==> config.mk <==
export PLATFORM = sky130hd
export DESIGN_NAME = fmrv32im_axil_timer
export DESIGN_NICKNAME = d
export VERILOG_FILES = /design/src/rtl/fmrv32im_axil_timer.sv
export SDC_FILE = /design/constraint.sdc
export NUM_CORES = 1
export LEC_CHECK = 0
export BUFFER_PORTS_ARGS = -buffer_cell sky130_fd_sc_hd__buf_2
export CAP_MARGIN = 20
export CELL_PAD_IN_SITES_DETAIL_PLACEMENT = 1
export CELL_PAD_IN_SITES_GLOBAL_PLACEMENT = 2
export CORE_MARGIN = 3
export CORE_UTILIZATION = 36
export DETAILED_ROUTE_END_ITERATION = 12
export GPL_TIMING_DRIVEN = 0
export PLACE_DENSITY = 0.9
export SETUP_SLACK_MARGIN = 0.15
export SYNTH_ARGS = -nofsm -noshare
export SYNTH_HDL_FRONTEND = slang
export SYNTH_SLANG_ARGS = --single-unit
==> constraint.sdc <==
create_clock -name CLK -period 3 [get_ports CLK]
set_clock_uncertainty 0.15 [all_clocks]
set_input_delay 0.15 -clock CLK [delete_from_list [all_inputs] [get_ports CLK]]
set_output_delay 0.15 -clock CLK [all_outputs]
set_load 0.01 [all_outputs]
==> src/rtl/fmrv32im_axil_timer.sv <==
// fmrv32im_axil_timer: AXI4-Lite machine timer, prescaled 64-bit mtime,
// 64-bit mtimecmp and a registered level interrupt.
module fmrv32im_axil_timer #(
  parameter logic [15:0] PRESCALE_INIT = 16'd0,
  parameter logic [63:0] CMP_INIT = 64'hFFFF_FFFF_FFFF_FFFF
) (
  input  logic        RST_N,
  input  logic        CLK,
  input  logic [15:0] S_AXI_AWADDR,
  input  logic [3:0]  S_AXI_AWCACHE,
  input  logic [2:0]  S_AXI_AWPROT,
  input  logic        S_AXI_AWVALID,
  output logic        S_AXI_AWREADY,
  input  logic [31:0] S_AXI_WDATA,
  input  logic [3:0]  S_AXI_WSTRB,
  input  logic        S_AXI_WVALID,
  output logic        S_AXI_WREADY,
  output logic        S_AXI_BVALID,
  input  logic        S_AXI_BREADY,
  output logic [1:0]  S_AXI_BRESP,
  input  logic [15:0] S_AXI_ARADDR,
  input  logic [3:0]  S_AXI_ARCACHE,
  input  logic [2:0]  S_AXI_ARPROT,
  input  logic        S_AXI_ARVALID,
  output logic        S_AXI_ARREADY,
  output logic [31:0] S_AXI_RDATA,
  output logic [1:0]  S_AXI_RRESP,
  output logic        S_AXI_RVALID,
  input  logic        S_AXI_RREADY,
  output logic        TIMER_IRQ
);

  localparam logic [2:0] A_MLO  = 3'd0;
  localparam logic [2:0] A_MHI  = 3'd1;
  localparam logic [2:0] A_CLO  = 3'd2;
  localparam logic [2:0] A_CHI  = 3'd3;
  localparam logic [2:0] A_CTRL = 3'd4;
  localparam logic [2:0] A_STAT = 3'd5;
  localparam logic [2:0] A_PRE  = 3'd6;

  logic [63:0] mtime, mtime_d;
  logic [63:0] mtimecmp, cmp_d;
  logic        en, en_d;
  logic        ie, ie_d;
  logic [15:0] prescale, pre_d;
  logic [15:0] pcnt, pcnt_d;
  logic [31:0] shadow;
  logic        aw_held, w_held;
  logic [2:0]  wr_addr;
  logic [31:0] wr_data;
  logic [3:0]  wr_strb;
  logic        bvalid;
  logic [1:0]  bresp, bresp_d;
  logic        rvalid;
  logic [31:0] rdata, rd_d;
  logic [1:0]  rresp, rr_d;
  logic        irq;
  logic        tick, commit, reached;
  logic        aw_hs, w_hs, ar_hs;
  logic [2:0]  ar_sel;

  logic unused;
  assign unused = ^{S_AXI_AWCACHE, S_AXI_AWPROT,
                    S_AXI_ARCACHE, S_AXI_ARPROT,
                    S_AXI_AWADDR[15:5], S_AXI_AWADDR[1:0],
                    S_AXI_ARADDR[15:5], S_AXI_ARADDR[1:0]};

  function automatic logic [31:0] merge(
    input logic [31:0] old,
    input logic [31:0] d,
    input logic [3:0]  s
  );
    logic [31:0] r;
    r = old;
    for (int i = 0; i < 4; i++)
      if (s[i]) r[8*i +: 8] = d[8*i +: 8];
    return r;
  endfunction

  assign S_AXI_AWREADY = RST_N & ~aw_held & ~bvalid;
  assign S_AXI_WREADY  = RST_N & ~w_held & ~bvalid;
  assign S_AXI_ARREADY = RST_N & ~rvalid;
  assign S_AXI_BVALID  = bvalid;
  assign S_AXI_BRESP   = bresp;
  assign S_AXI_RVALID  = rvalid;
  assign S_AXI_RDATA   = rdata;
  assign S_AXI_RRESP   = rresp;
  assign TIMER_IRQ     = irq;

  assign aw_hs   = S_AXI_AWVALID & S_AXI_AWREADY;
  assign w_hs    = S_AXI_WVALID & S_AXI_WREADY;
  assign ar_hs   = S_AXI_ARVALID & S_AXI_ARREADY;
  assign ar_sel  = S_AXI_ARADDR[4:2];
  assign commit  = aw_held & w_held;
  assign tick    = en & (pcnt == prescale);
  assign reached = mtime >= mtimecmp;

  // A committed mtime write replaces this cycle's increment.
  always_comb begin
    mtime_d = tick ? mtime + 64'd1 : mtime;
    cmp_d   = mtimecmp;
    en_d    = en;
    ie_d    = ie;
    pre_d   = prescale;
    pcnt_d  = pcnt;
    bresp_d = 2'b00;
    if (en) pcnt_d = tick ? 16'd0 : pcnt + 16'd1;
    if (commit) begin
      unique case (wr_addr)
        A_MLO: mtime_d = {mtime[63:32],
                          merge(mtime[31:0], wr_data, wr_strb)};
        A_MHI: mtime_d = {merge(mtime[63:32], wr_data, wr_strb),
                          mtime[31:0]};
        A_CLO: cmp_d[31:0] =
                 merge(mtimecmp[31:0], wr_data, wr_strb);
        A_CHI: cmp_d[63:32] =
                 merge(mtimecmp[63:32], wr_data, wr_strb);
        A_CTRL: begin
          if (wr_strb[0]) begin
            en_d = wr_data[0];
            ie_d = wr_data[1];
          end
        end
        A_PRE: begin
          if (wr_strb[0]) pre_d[7:0] = wr_data[7:0];
          if (wr_strb[1]) pre_d[15:8] = wr_data[15:8];
          pcnt_d = 16'd0;
        end
        default: bresp_d = 2'b10;
      endcase
    end
  end

  always_comb begin
    rd_d = 32'd0;
    rr_d = 2'b00;
    unique case (ar_sel)
      A_MLO:  rd_d = mtime[31:0];
      A_MHI:  rd_d = shadow;
      A_CLO:  rd_d = mtimecmp[31:0];
      A_CHI:  rd_d = mtimecmp[63:32];
      A_CTRL: rd_d = {30'd0, ie, en};
      A_STAT: rd_d = {31'd0, reached};
      A_PRE:  rd_d = {16'd0, prescale};
      default: rr_d = 2'b10;
    endcase
  end

  always_ff @(posedge CLK) begin
    if (!RST_N) begin
      mtime    <= 64'd0;
      mtimecmp <= CMP_INIT;
      en       <= 1'b0;
      ie       <= 1'b0;
      prescale <= PRESCALE_INIT;
      pcnt     <= 16'd0;
      shadow   <= 32'd0;
      aw_held  <= 1'b0;
      w_held   <= 1'b0;
      wr_addr  <= 3'd0;
      wr_data  <= 32'd0;
      wr_strb  <= 4'd0;
      bvalid   <= 1'b0;
      bresp    <= 2'b00;
      rvalid   <= 1'b0;
      rdata    <= 32'd0;
      rresp    <= 2'b00;
      irq      <= 1'b0;
    end else begin
      mtime    <= mtime_d;
      mtimecmp <= cmp_d;
      en       <= en_d;
      ie       <= ie_d;
      prescale <= pre_d;
      pcnt     <= pcnt_d;
      irq      <= ie & reached;
      if (aw_hs) begin
        aw_held <= 1'b1;
        wr_addr <= S_AXI_AWADDR[4:2];
      end
      if (w_hs) begin
        w_held  <= 1'b1;
        wr_data <= S_AXI_WDATA;
        wr_strb <= S_AXI_WSTRB;
      end
      if (commit) begin
        aw_held <= 1'b0;
        w_held  <= 1'b0;
        bvalid  <= 1'b1;
        bresp   <= bresp_d;
      end else if (bvalid & S_AXI_BREADY) begin
        bvalid <= 1'b0;
      end
      // LO read snapshots HI so a LO/HI pair is atomic.
      if (ar_hs) begin
        rvalid <= 1'b1;
        rdata  <= rd_d;
        rresp  <= rr_d;
        if (ar_sel == A_MLO) shadow <= mtime[63:32];
      end else if (rvalid & S_AXI_RREADY) begin
        rvalid <= 1'b0;
      end
    end
  end

endmodule

==> out/qor.csv, run 1 <==
metric;value;unit
flops & latches, synth;272;
Final GP Congestion;0.951;
area delta synth->final;22.1;%
top-area cell type share of the netlist area;0.381;
Skew-Pair Late Insertion Delay;0.53;ns
Cells after Synth;1725;
min cycle time layout;2.88;ns
crit path capture type;flip-flop;
total global-route track usage;0.288;
HP Class;input pin to flip-flop;
Slew Limit Fails;0;
DR iter-0 viols;1508;
largest stage delay on the critical path;0.72;ns
pwr dens;498;nW/um^2
Die H;205;um
Slew @ Worst Pin;1.12;ns
Clk Tree Root Cell;clkbuf_16;
H-tree depth;2;
most frequent cells after synthesis;302 x nand2_1, 272 x dfxtp_1, 157 x a21oi_1;
pre-CTS setup slack;-0.806;ns
CP Launch Point;wr_addr[0];
final setup fails;0;
vias in the first global route;15100;
most common cell in the netlist;nand2_1;
Top Family by Delay on Critical Path;compound AO/OA/AOI/OAI gates;
Reg area;5460;um^2
Worst slew margin;0.253;
first-pass GRT wire length;92.3;mm
Remaining Overflow, GRT;0;
io pins;131;
synth warn;0;
Worst VDD drop;0.397;mV
Nets;2066;
Worst R2R Setup Slack;0.12;ns
clock sink count;272;
Die Width;205;um
initial antenna violation count;0;
vias after detailed routing;14900;
CP required;3.25;ns
Hold Fails Final Rpt;0;
most common flop cell mapped by yosys;dfxtp_1;
die footprint;42100;um^2
Via density;6.06;
area of the multi-input gates;8350;um^2
DRT Wirelength;62.0;mm
Leak;7.10;nW
critical path, cell by cell;clkbuf_1, clkinv_1, a21oi_1, nor2_1, a221oi_1, a311oi_1;
share of layout cells above drive strength 1;0.157;
FILL cells;4680;
reg2reg path depth;6;
Initial Utilization;0.367;
setup TNS;0;ns
Remaining DRCs;0;
register area share after synthesis;0.381;
Max Cap Viol;0;
pin count of the biggest net entering global routing;13;
RSZ-0062 raised after global routing;yes;
ANT nets after route;0;
r2r endpoint;mtime[8];
Std-Cell Rows;72;
Unique masters post-synth;85;
core area;38900;um^2
Placed Instances;2334;
fin crit share;0.961;
DPL Wire Length;45.4;mm
Reg-to-Reg Start;wr_addr[0];
cell area after synthesis;14300;um^2
area leader, netlist;dfxtp_1;
CTS buffer count;34;
largest cells by area after synthesis;dfxtp_1 38%, nand2_1 7.9%, ha_1 5.8%, a21oi_1 5.5%, mux4_2 4.7%;
Max Clock Freq;347;MHz
Buf/Inv on CP;2;
worst-path maximum fanout;10;
status;finished clean;
Worst-path clk slew;0.06;ns
ys async rst share;0;
Buffers on Ports;87;
maximum buffer depth of the clock tree;3;
Avg Synthesized Cell Area;8.29;um^2
end point of the critical path;mtime[8];
final non-filler cell total;2454;
number of synthesized flops with an enable pin;0;
CP max stage cell;a21oi_1;
crit path kind;flip-flop to flip-flop;
Data arrival, critical path;3.13;ns
Levels on crit path;6;
post-DR wirelength/cell;25.3;um
CTS tree;yes;
CP Launch Type;flip-flop;
final worst slack;0.116;ns
DRT Pass-1 Iters;6;
[worst min-delay path by stage]
stage | cells after the start | slack [ns] | from | end
final | 4 | 0.04 | RST_N | mtime[62]
after floorplan | 1 | 0.10 | S_AXI_RREADY | S_AXI_RVALID
after global routing | 4 | 0.06 | RST_N | mtime[62]
after detailed placement | 2 | 0.20 | S_AXI_RREADY | S_AXI_RVALID
after global placement | 2 | 0.19 | S_AXI_RREADY | S_AXI_RVALID
after CTS | 4 | 0.01 | RST_N | mtime[62]
[power breakdown]
| part | switching, W | leakage (nW) | internal, W |
|---|---|---|---|
| clock | 0.00168 | 0.593 | 0.00261 |
| sequential | 0.0000886 | 2.21 | 0.00367 |
| combinational | 0.000417 | 4.30 | 0.000222 |
[per-layer routing]
layer  routed length, um  GRT usage  vias to the layer above  share of wire
met1               25500      0.368                     7422           0.41
met2               28100      0.471                      672           0.45
met5                   0          0                        -              0
met3                4930     0.0511                      164          0.080
li1                    -          -                     6621              -
met4                3400      0.140                        0          0.055
[worst reg2reg max path, stage by stage (launching register included)]
cell and delay, ns:
dfxtp_1 0.31, clkbuf_1 0.39, clkinv_1 0.58, a21oi_1 0.73, nor2_1 0.15, a221oi_1 0.36, a311oi_1 0.09
[per-stage QoR]
step / area (um^2) / power (W) / util / hold slack [ns]
3_3_place_gp: 15400 / 0.00438 / 0.395 / 0.189
4_1_cts: 17200 / 0.00872 / 0.443 / 0.0126
5_1_grt: 17500 / 0.00893 / 0.448 / 0.0555
6_report: 17500 / 0.00868 / 0.448 / 0.0369
3_5_place_dp: 15400 / 0.00440 / 0.396 / 0.199
2_1_floorplan: 14300 / 0.00411 / - / 0.100
[layout make-up]
cell class              instances  area share
clock buffers                  50      0.0627
clock inverters                10     0.00452
inverters                      76      0.0163
repair buffers                149      0.0584
flip-flops and latches        272       0.313
plain buffers                 113      0.0296
diodes                          1    0.000143
multi-input cells            1265       0.478
well taps                     518      0.0371
[timing repair]
item                       CTS  global route
pin swaps                    6             7
gates resized for setup     35            58
setup endpoints to repair   93           104
hold buffers                45             0
hold endpoints to repair    45             0
setup buffers               10             3
[state kept, by name, summed over array words and instances, names as in the netlist, 3 cells and up]
name and flops:
wr_addr 3, wr_strb 4, mtimecmp 64, prescale 16
wr_data 32, S_AXI_RDATA 32, pcnt 16, mtime 64
shadow 32
[placed cells by master (no fill, tap or decap), types with 21 or more instances in the layout]
| cell | instances |
|---|---|
| nor3_1 | 30 |
| a21oi_1 | 155 |
| o21ai_0 | 45 |
| clkbuf_1 | 79 |
| buf_2 | 92 |
| dfxtp_1 | 260 |
| nand2_1 | 300 |
| a22oi_1 | 42 |
| nand3_1 | 64 |
| o211ai_1 | 67 |
| xor2_1 | 21 |
| clkbuf_16 | 37 |
| nand4_1 | 48 |
| dlygate4sd3_1 | 45 |
| inv_1 | 74 |
| ha_1 | 66 |
| nor2_1 | 105 |
| mux4_2 | 30 |
| and3_1 | 22 |
[cells by family (layout without fill, tap and decap cells)]
kind of cell	count (synthesis)	count (layout)	synth area share
AO/OA/AOI/OAI	424	424	0.192
XOR/XNOR	43	43	0.0263
adder cells (fa/ha/maj)	66	66	0.0578
buffers and inverters	189	398	0.0537
flip-flops	272	272	0.381
multiplexers	52	52	0.0630
other	1	3	0.000262
AND/OR/NAND/NOR	678	678	0.226
Note: power is estimated with default switching activity, not from simulation.
==> inputs of run 2 (changes only) <==
- CORE_ASPECT_RATIO: unset -> 0.8
==> out/qor.csv, run 2 (synthesis results as in run 1) <==
metric;value;unit;change
post-DR wirelength/cell;26.0;um;+2.9%
Worst slew margin;0.261;;+0.00752
DR iter-0 viols;1730;;+15%
Skew-Pair Late Insertion Delay;0.59;ns;+0.06 ns
CP Launch Point;pcnt[2];;
worst-path maximum fanout;5;;-5
crit path kind;flip-flop to flip-flop;;
Worst VDD drop;0.373;mV;-5.9%
final setup fails;0;;unchanged
vias after detailed routing;15100;;+1.6%
status;finished clean;;
H-tree depth;1;;-1
Clk Tree Root Cell;clkbuf_16;;
Worst R2R Setup Slack;0.12;ns;about the same
setup TNS;0;ns;unchanged
area of the multi-input gates;8390;um^2;+0.49%
Slew Limit Fails;0;;unchanged
pin count of the biggest net entering global routing;15;;+2
CP Launch Type;flip-flop;;
initial antenna violation count;1;;+1
DPL Wire Length;46.4;mm;+2.3%
Reg-to-Reg Start;pcnt[2];;
Remaining DRCs;0;;unchanged
Leak;7.13;nW;+0.41%
r2r endpoint;mtime[16];;
HP Class;input pin to flip-flop;;
total global-route track usage;0.293;;+0.00495
Die Width;229;um;+11%
Slew @ Worst Pin;1.09;ns;-0.0267 ns
CP required;3.27;ns;+0.02 ns
FILL cells;4613;;-1.4%
Die H;184;um;-10%
largest stage delay on the critical path;0.65;ns;-0.07 ns
pwr dens;489;nW/um^2;-1.8%
hold path start;S_AXI_ARADDR[2];;
DRT Pass-1 Iters;5;;-1
first-pass GRT wire length;94.6;mm;+2.6%
ANT nets after route;0;;unchanged
Nets;2069;;+0.15%
maximum buffer depth of the clock tree;3;;unchanged
area delta synth->final;22.6;%;
Worst-path clk slew;0.07;ns;about the same
Data arrival, critical path;3.15;ns;+0.02 ns
min cycle time layout;2.88;ns;-0.00612 ns
Buffers on Ports;87;;unchanged
critical path, cell by cell;xnor2_2, nand4_1, or4_4, nor4_1, and3_1, xnor2_1, o22ai_1;;
final worst slack;0.122;ns;+0.00612 ns
most common cell after layout, fill and taps aside;nand2_1;;
share of layout cells above drive strength 1;0.164;;+0.00698
vias in the first global route;15000;;-0.18%
Max Cap Viol;0;;unchanged
Via density;6.13;;+1.1%
CP max stage cell;or4_4;;
most frequent cells in the layout;299 x nand2_1, 250 x dfxtp_1, 154 x a21oi_1, 105 x nor2_1, 94 x buf_2;;
fin crit share;0.959;;-0.00204
Hold Fails Final Rpt;0;;unchanged
largest registers;mtime x64, mtimecmp x64;;
Reg area;5470;um^2;+0.23%
io pins;131;;unchanged
CTS tree;yes;;
crit path capture type;flip-flop;;
die footprint;42100;um^2;about the same
clock sink count;272;;unchanged
RSZ-0062 raised after global routing;yes;;
pre-CTS setup slack;-0.444;ns;+0.362 ns
CTS buffer count;31;;-8.8%
DRT Wirelength;64.1;mm;+3.4%
end point of the critical path;mtime[16];;
Initial Utilization;0.370;;+0.00228
Std-Cell Rows;64;;-11%
Max Clock Freq;348;MHz;+0.21%
Final GP Congestion;0.973;;+2.3%
Remaining Overflow, GRT;0;;unchanged
reg2reg path depth;7;;+1
ant diodes;0;;-1
core area;38700;um^2;-0.62%
## run 2: area by class of cell
| class | count | area share |
|---|---|---|
| multi-input cells | 1265 | 0.479 |
| plain buffers | 113 | 0.0301 |
| inverters | 76 | 0.0165 |
| well taps | 528 | 0.0377 |
| clock inverters | 10 | 0.00878 |
| clock buffers | 47 | 0.0540 |
| repair buffers | 155 | 0.0620 |
| flip-flops and latches | 272 | 0.312 |
## run 2: worst min-delay path by stage
| stage | endpoint | slack [ns] | cells past startpoint |
|---|---|---|---|
| 2_1_floorplan | S_AXI_RVALID | 0.10 | 1 |
| 3_5_place_dp | S_AXI_RVALID | 0.19 | 2 |
| 4_1_cts | S_AXI_RDATA[1] | 0.07 | 5 |
| 6_report | S_AXI_RDATA[1] | 0.09 | 5 |
| 5_1_grt | S_AXI_RDATA[1] | 0.12 | 5 |
| 3_3_place_gp | S_AXI_RVALID | 0.19 | 2 |
## run 2: report_power, final
part / switching, W / internal [W]
Combinational: 0.000433 / 0.000234
Clock: 0.00164 / 0.00250
Sequential: 0.0000916 / 0.00366
## run 2: timing repair
action,CTS,global route
hold buffers,49,0
endpoints found under the setup margin,102,149
gates resized for setup,37,85
pin swaps,6,9
cloned,0,0
hold endpoints to repair,48,0
buffers inserted,6,9
## run 2: stage by stage
stage               hold WS, ns  instances  total power [W]  instance area, um^2   util
floorplan                 0.100       1726          0.00411                14300      -
global placement          0.185       2341          0.00439                15400  0.398
detailed placement        0.189       2344          0.00441                15400  0.399
CTS                      0.0737       2456          0.00856                17200  0.445
global route              0.119       2466          0.00879                17500  0.453
finish                   0.0874       2466          0.00856                17500  0.453
## run 2: metal layers
metal  global-route usage  up-vias  wire length [um]
met2                0.443      752             27200
li1                     -     6639                 -
met4               0.0943        0              2230
met1                0.417     7582             28400
met3               0.0626      145              6310
met5                    0        -                 0
## run 2: worst max-delay path, delay by kind of cell, from the launching register on
| kind | cells | cell delay [ns] |
|---|---|---|
| DFF | 1 | 0.36 |
| xor gates and xnor gates | 2 | 0.38 |
| AOI/OAI and AO/OA | 1 | 0.10 |
| and+or+nand+nor | 4 | 1.71 |
